--- src/rtl/spi_pkg.sv ---
// rtl/spi_pkg.sv - shared defaults, FSM state encoding and timing-parameter limits for spi_master
package spi_pkg;

    localparam int DEF_DATA_W   = 16;
    localparam int DEF_HALF     = 4;
    localparam int DEF_CS_SETUP = 2;
    localparam int DEF_CS_HOLD  = 2;
    localparam int DEF_CS_IDLE  = 4;

    localparam int MIN_HALF     = 2;
    localparam int MIN_CS_SETUP = 1;
    localparam int MIN_CS_HOLD  = 1;
    localparam int MIN_CS_IDLE  = 1;

    localparam logic [2:0] ST_IDLE   = 3'd0;
    localparam logic [2:0] ST_SETUP  = 3'd1;
    localparam logic [2:0] ST_SCK_LO = 3'd2;
    localparam logic [2:0] ST_SCK_HI = 3'd3;
    localparam logic [2:0] ST_HOLD   = 3'd4;
    localparam logic [2:0] ST_GAP    = 3'd5;

    function automatic int clamp_min(input int val, input int min_val);
        return (val < min_val) ? min_val : val;
    endfunction

    function automatic int max4(input int a, input int b, input int c, input int d);
        int m;
        m = a;
        if (b > m) m = b;
        if (c > m) m = c;
        if (d > m) m = d;
        return m;
    endfunction

endpackage

--- src/rtl/spi_tick_timer.sv ---
// rtl/spi_tick_timer.sv - loadable down-counter with zero flag; times every spi_master phase
module spi_tick_timer #(
    parameter int W = 3
) (
    input  logic         i_clk,
    input  logic         i_rst,
    input  logic         load,
    input  logic [W-1:0] load_val,
    output logic         zero
);

    logic [W-1:0] count;

    always_ff @(posedge i_clk) begin
        if (i_rst) begin
            count <= '0;
        end else if (load) begin
            count <= load_val;
        end else if (count != '0) begin
            count <= count - 1'b1;
        end
    end

    assign zero = (count == '0);

endmodule

--- src/rtl/spi_master.sv ---
// rtl/spi_master.sv - mode-0 SPI master, one DATA_W-bit word per CS frame, MSB first
// SPI_MASTER_BURST_EN: accept i_start in the o_done cycle and keep CS low across frames
module spi_master
    import spi_pkg::*;
#(
    parameter int DATA_W   = DEF_DATA_W,
    parameter int HALF     = DEF_HALF,
    parameter int CS_SETUP = DEF_CS_SETUP,
    parameter int CS_HOLD  = DEF_CS_HOLD,
    parameter int CS_IDLE  = DEF_CS_IDLE
) (
    input  logic              i_clk,
    input  logic              i_rst,
    input  logic              i_start,
    input  logic [DATA_W-1:0] i_tx_data,
    output logic              o_busy,
    output logic              o_done,
    output logic [DATA_W-1:0] o_rx_data,
    output logic              o_cs,
    output logic              o_sclk,
    output logic              o_mosi,
    input  logic              i_miso
);

    localparam int HALF_E  = clamp_min(HALF, MIN_HALF);
    localparam int SETUP_E = clamp_min(CS_SETUP, MIN_CS_SETUP);
    localparam int HOLD_E  = clamp_min(CS_HOLD, MIN_CS_HOLD);
    localparam int IDLE_E  = clamp_min(CS_IDLE, MIN_CS_IDLE);
    localparam int TMR_W   = $clog2(max4(HALF_E, SETUP_E, HOLD_E, IDLE_E) + 1);
    localparam int CNT_W   = $clog2(DATA_W + 1);

    // Timer loads are N-1: the zero cycle itself is the last cycle of the phase.
    localparam logic [TMR_W-1:0] LD_SETUP = TMR_W'(SETUP_E - 1);
    localparam logic [TMR_W-1:0] LD_HALF  = TMR_W'(HALF_E - 1);
    localparam logic [TMR_W-1:0] LD_HOLD  = TMR_W'(HOLD_E - 1);
`ifdef SPI_MASTER_BURST_EN
    // CS stays low through the o_done cycle, so GAP is one cycle longer to keep CS_IDLE high.
    localparam logic [TMR_W-1:0] LD_GAP   = TMR_W'(IDLE_E);
`else
    localparam logic [TMR_W-1:0] LD_GAP   = TMR_W'(IDLE_E - 1);
`endif
    localparam logic [CNT_W-1:0] LAST_BIT = CNT_W'(DATA_W);

    logic [2:0]        state;
    logic [DATA_W-1:0] tx_shift;
    logic [DATA_W-1:0] rx_shift;
    logic [CNT_W-1:0]  bit_cnt;
    logic              tmr_load;
    logic [TMR_W-1:0]  tmr_val;
    logic              tmr_zero;
    logic              burst_go;

`ifdef SPI_MASTER_BURST_EN
    assign burst_go = o_done & i_start;
`else
    assign burst_go = 1'b0;
`endif

    spi_tick_timer #(
        .W (TMR_W)
    ) u_timer (
        .i_clk    (i_clk),
        .i_rst    (i_rst),
        .load     (tmr_load),
        .load_val (tmr_val),
        .zero     (tmr_zero)
    );

    always_comb begin
        tmr_load = 1'b0;
        tmr_val  = '0;
        case (state)
            ST_IDLE: begin
                if (i_start) begin
                    tmr_load = 1'b1;
                    tmr_val  = LD_SETUP;
                end
            end
            ST_SETUP, ST_SCK_LO: begin
                if (tmr_zero) begin
                    tmr_load = 1'b1;
                    tmr_val  = LD_HALF;
                end
            end
            ST_SCK_HI: begin
                if (tmr_zero) begin
                    tmr_load = 1'b1;
                    tmr_val  = (bit_cnt == LAST_BIT) ? LD_HOLD : LD_HALF;
                end
            end
            ST_HOLD: begin
                if (tmr_zero) begin
                    tmr_load = 1'b1;
                    tmr_val  = LD_GAP;
                end
            end
            ST_GAP: begin
                if (burst_go) begin
                    tmr_load = 1'b1;
                    tmr_val  = LD_HALF;
                end
            end
            default: begin
                tmr_load = 1'b0;
                tmr_val  = '0;
            end
        endcase
    end

    always_ff @(posedge i_clk) begin
        if (i_rst) begin
            state     <= ST_IDLE;
            o_cs      <= 1'b1;
            o_sclk    <= 1'b0;
            o_mosi    <= 1'b0;
            o_busy    <= 1'b0;
            o_done    <= 1'b0;
            o_rx_data <= '0;
            tx_shift  <= '0;
            rx_shift  <= '0;
            bit_cnt   <= '0;
        end else begin
            o_done <= 1'b0;
            case (state)
                ST_IDLE: begin
                    if (i_start) begin
                        state    <= ST_SETUP;
                        tx_shift <= i_tx_data;
                        o_mosi   <= i_tx_data[DATA_W-1];
                        o_cs     <= 1'b0;
                        o_busy   <= 1'b1;
                        bit_cnt  <= '0;
                    end
                end
                ST_SETUP: begin
                    if (tmr_zero) state <= ST_SCK_LO;
                end
                ST_SCK_LO: begin
                    if (tmr_zero) begin
                        state    <= ST_SCK_HI;
                        o_sclk   <= 1'b1;
                        rx_shift <= {rx_shift[DATA_W-2:0], i_miso};
                        bit_cnt  <= bit_cnt + 1'b1;
                    end
                end
                ST_SCK_HI: begin
                    if (tmr_zero) begin
                        o_sclk <= 1'b0;
                        if (bit_cnt == LAST_BIT) begin
                            state <= ST_HOLD;
                        end else begin
                            state    <= ST_SCK_LO;
                            tx_shift <= tx_shift << 1;
                            o_mosi   <= tx_shift[DATA_W-2];
                        end
                    end
                end
                ST_HOLD: begin
                    if (tmr_zero) begin
                        state     <= ST_GAP;
                        o_done    <= 1'b1;
                        o_rx_data <= rx_shift;
`ifndef SPI_MASTER_BURST_EN
                        o_cs      <= 1'b1;
`endif
                    end
                end
                ST_GAP: begin
                    if (burst_go) begin
                        state    <= ST_SCK_LO;
                        tx_shift <= i_tx_data;
                        o_mosi   <= i_tx_data[DATA_W-1];
                        bit_cnt  <= '0;
                    end else begin
                        o_cs <= 1'b1;
                        if (tmr_zero) begin
                            state  <= ST_IDLE;
                            o_busy <= 1'b0;
                        end
                    end
                end
                default: begin
                    state  <= ST_IDLE;
                    o_cs   <= 1'b1;
                    o_sclk <= 1'b0;
                    o_busy <= 1'b0;
                end
            endcase
        end
    end

endmodule

--- config.mk ---
export PLATFORM = sky130hd
export DESIGN_NAME = spi_master
export DESIGN_NICKNAME = d
export VERILOG_FILES = /design/src/rtl/spi_pkg.sv /design/src/rtl/spi_tick_timer.sv /design/src/rtl/spi_master.sv
export SDC_FILE = /design/constraint.sdc
export NUM_CORES = 1
export LEC_CHECK = 0
export ABC_AREA = 0
export CAP_MARGIN = 20
export CORE_MARGIN = 8
export CORE_UTILIZATION = 50
export DETAILED_ROUTE_END_ITERATION = 12
export PLACE_DENSITY = 0.73
export SLEW_MARGIN = 25
export SYNTH_ARGS = -nofsm -noshare
export SYNTH_HDL_FRONTEND = slang
export SYNTH_SLANG_ARGS = --single-unit
--- constraint.sdc ---
create_clock -name i_clk -period 2.35 [get_ports i_clk]
set_input_delay 0.47 -clock i_clk [delete_from_list [all_inputs] [get_ports i_clk]]
set_output_delay 0.47 -clock i_clk [all_outputs]
set_load 0.005 [all_outputs]
==> flow_summary.yaml <==
setup_path:
  worst-r2r-cell-count: 7
  rr_startpoint: "u_timer.count[0]$_SDFFE_PP0P_"
  crit_path_start_kind: "flop"
  regToRegSetupSlack_ns: 0.32
  crit-reg2reg-capture: "tx_shift[14]$_SDFFE_PP0P_"
  critical_path_peak_fanout: 32
  arrival_time_worst_endpoint_ns: 2.28
  crit_required_ns: 2.60
  cp-end-kind: "flop"
  criticalPathCategory: "reg -> reg"
  critical_path.startpoint: "u_timer.count[0]$_SDFFE_PP0P_"
  critical_path.endpoint: "tx_shift[14]$_SDFFE_PP0P_"
final_layout:
  num-nets-final: 386
  syn_to_final_growth_pct: 23.3
  sequential_cell_area_sq_um: 1260
  drive_above_1_share_pct: 8.20
  antenna_cells: 0
  multi_input_area_sq_um: 1230
  layout.filler_cells: 477
global_route:
  gr-usage-all-layers_pct: 15.1
  first_pass_grt_wire_length_um: 9450
  globalRoute.totalOverflow: 0
  number_of_antenna_violations_at_the_first_check_in_global_routing: 0
  grt_max_degree: 33
  first_global_vias: 2142
flow_run:
  maxCapViolCount: 0
synthesis:
  post_synth_main_area_contributors: "dfxtp_1 48%, nand2_1 14%, a21oi_1 7.4%"
  asyncSetResetFlopFracSynth_pct: 0
  ys.warnings.count: 0
  synth_xor_xnor_area_share_pct: 1.32
  number_of_enable_type_register_cells_in_the_synthesized_netlist: 0
  netlist-cell-type-count: 40
  synth-simple-area-share_pct: 25.2
  synthesis.nets: 353
  synth_area_per_cell_sq_um: 8.05
  yosysTopAreaCellShare_pct: 47.6
  synth_compound_gate_area_share_pct: 16.8
  synth_top_family_by_area: "simple AND/OR/NAND/NOR gates"
  muxShareOfSynthArea_pct: 1.18
  synth_area_leader_cell: "dfxtp_1"
  ys_top_cells_by_count: "100 x nand2_1, 63 x dfxtp_1, 39 x a21oi_1"
  ys_dominant_reg_cell: "dfxtp_1"
  sequential_fraction_of_the_synthesis_area_pct: 47.6
  synthCells: 329
  syn-cell-area_sq_um: 2650
  yosys_register_bits: 63
  synthAdderAreaFrac_pct: 1.89
  yosys.cell_count.top_type: "nand2_1"
clock_network:
  htree_levels: 3
  post_cts_resized: 0
  post-cts-setup-buffers: 0
  clockBufferDepth: 2
  clock_latency_ns: 0.33
  cts_root_buf: "clkbuf_8"
  cts-buffers-inserted: 9
  cts_hold_buffers: 0
  cts_tree: "built"
  worst_setup_hold_path_clk_slew_ns: 0.07
  clock_sink_count: 63
timing:
  final_hold_fails: 0
  setup_violations: 0
  final_min_period_over_clock_period_pct: 86.3
  timing_worst_slew_pin_value_ns: 0.673
  finalWorstPathRequiredPeriod_ns: 2.03
  finalSetupTns_ns: 0
  drv_slew: 0
  fmaxAchievable_ghz: 0.493
  setup_repair_after_global_routing_missed_its_margin: "no"
  max_slew_margin_pct: 55.0
  worst_clock_skew_ns: 0.00678
power:
  p_sw_uw: 897
  power.density_nw_per_um2: 923
  vdd_ir_drop_max_v: 0.000643
  internal-power_mw: 2.12
  p_total_mw: 3.02
  power.sequential.fraction_pct: 43.0
  power.share.switching_pct: 29.8
  leakagePower_nw: 1.19
  pwr-share-comb_pct: 23.2
  clkPwrFrac_pct: 33.8
min_path:
  timing.hold.worst_path_depth: 2
  hold_start: "o_rx_data[1]$_SDFFE_PP0P_"
  min-delay-path-class: "reg -> reg"
route:
  post_drt_wl_per_cell_um: 12.6
  count_of_routing_violations_after_the_opening_detailed_route_iteration: 98
  detailroute.via_count: 2254
  post_drt_via_cell_ratio: 5.17
  remaining_drc_errors: 0
  totalWireLength_um: 5510
  first_pass_detailed_route_iteration_total: 4
  detail-route-antenna-nets: 0
floorplan:
  design.core.area_sq_um: 5110
  die_area_sq_um: 7880
  io_pins: 41
  initial_utilization_pct: 51.8
  die-width_um: 88.8
  std_cell_rows: 26
  die-height_um: 88.8
outcome:
  status: "finished, final reports clean"
placed_design:
  place.detailed.hpwl_um: 3560
  routabilityCongestion: 0.767
  port_buffers: 40
[cells in the final DEF, fill, tap and decap left out, types with 2 or more instances in the layout]
cell type / netlist / routed
a21oi_1: 39 / 39
a22oi_1: 2 / 2
a311oi_1: 15 / 15
and3_1: 2 / 2
and4bb_2: 2 / 2
buf_4: 4 / 7
bufinv_16: 0 / 2
clkbuf_8: 0 / 10
clkdlybuf4s50_1: 0 / 39
clkinv_2: 0 / 2
dfxtp_1: 63 / 63
ha_1: 4 / 4
inv_1: 8 / 8
mux2i_1: 2 / 2
nand2_1: 100 / 100
nand2b_1: 3 / 3
nand3_1: 4 / 4
nand4_1: 2 / 2
nor2_1: 32 / 32
o21ai_0: 3 / 3
xor2_1: 3 / 3
[cell families (layout without fill, tap and decap cells)]
kind of cell    count (synthesis)  count (layout)
simple gates                  154             154
compound gates                 68              68
flops                          63              63
buf+inv                        33              70
fa+ha+maj                       4               4
xor+xnor                        4               4
mux                             3               3
[cell type report]
cell class	instances	area share [%]
tap	70	2.68
multi-input combinational	233	37.6
clock inverter	4	2.15
inverter	8	0.920
timing repair buffer	47	13.7
sequential	63	38.6
clock buffer	11	4.33
[sequential cells by signal, indices dropped and copies added (netlist names)]
name / flops
rx_shift: 16
o_mosi: 1
u_timer.count: 3
tx_shift: 15
state: 3
bit_cnt: 5
o_sclk: 1
o_done: 1
o_rx_data: 16
o_cs: 1
o_busy: 1
[per-layer routing]
layer / share of wire, % / wire (um) / track usage (%)
met1: 48 / 2670 / 17.8
met2: 46 / 2510 / 24.3
met3: 3.9 / 215 / 3.90
met4: 2.1 / 114 / 8.76
met5: 0 / 0 / 0
[critical path, stage by stage, from the launching register on]
cell and delay, ns:
dfxtp_1 0.32, inv_1 0.05, ha_1 0.15, ha_1 0.31
nand4b_2 0.17, o21bai_4 0.57, nor2_1 0.12, a311oi_1 0.25
[power groups by stage]
stage / sequential (mW) / combinational, mW / clock, mW
2_1_floorplan: 1.28 / 0.568 / 0
5_1_grt: 1.32 / 0.778 / 1.08
4_1_cts: 1.30 / 0.700 / 1.04
3_5_place_dp: 1.32 / 0.697 / 0
6_report: 1.30 / 0.699 / 1.02
3_3_place_gp: 1.31 / 0.678 / 0
[stage by stage]
step / std cells / instance area [sq um] / hold WS [ns] / setup slack [ns] / util [%]
3_5_place_dp: 421 / 3050 / 0.447 / 0.277 / 59.8
3_3_place_gp: 421 / 3050 / 0.444 / 0.346 / 59.8
2_1_floorplan: 329 / 2650 / 0.432 / 0.627 / -
5_1_grt: 436 / 3270 / 0.478 / 0.113 / 63.9
4_1_cts: 436 / 3270 / 0.457 / 0.308 / 63.9
6_report: 436 / 3270 / 0.454 / 0.322 / 63.9
[worst min path at each step]
stage	endpoint	slack [ns]
after floorplan	o_rx_data[15]$_SDFFE_PP0P_	0.43
after global placement	o_rx_data[12]$_SDFFE_PP0P_	0.44
final	o_rx_data[1]$_SDFFE_PP0P_	0.45
after global routing	o_rx_data[0]$_SDFFE_PP0P_	0.48
after CTS	o_rx_data[4]$_SDFFE_PP0P_	0.46
after detailed placement	o_rx_data[4]$_SDFFE_PP0P_	0.45
(Power assumes the default switching activity.)
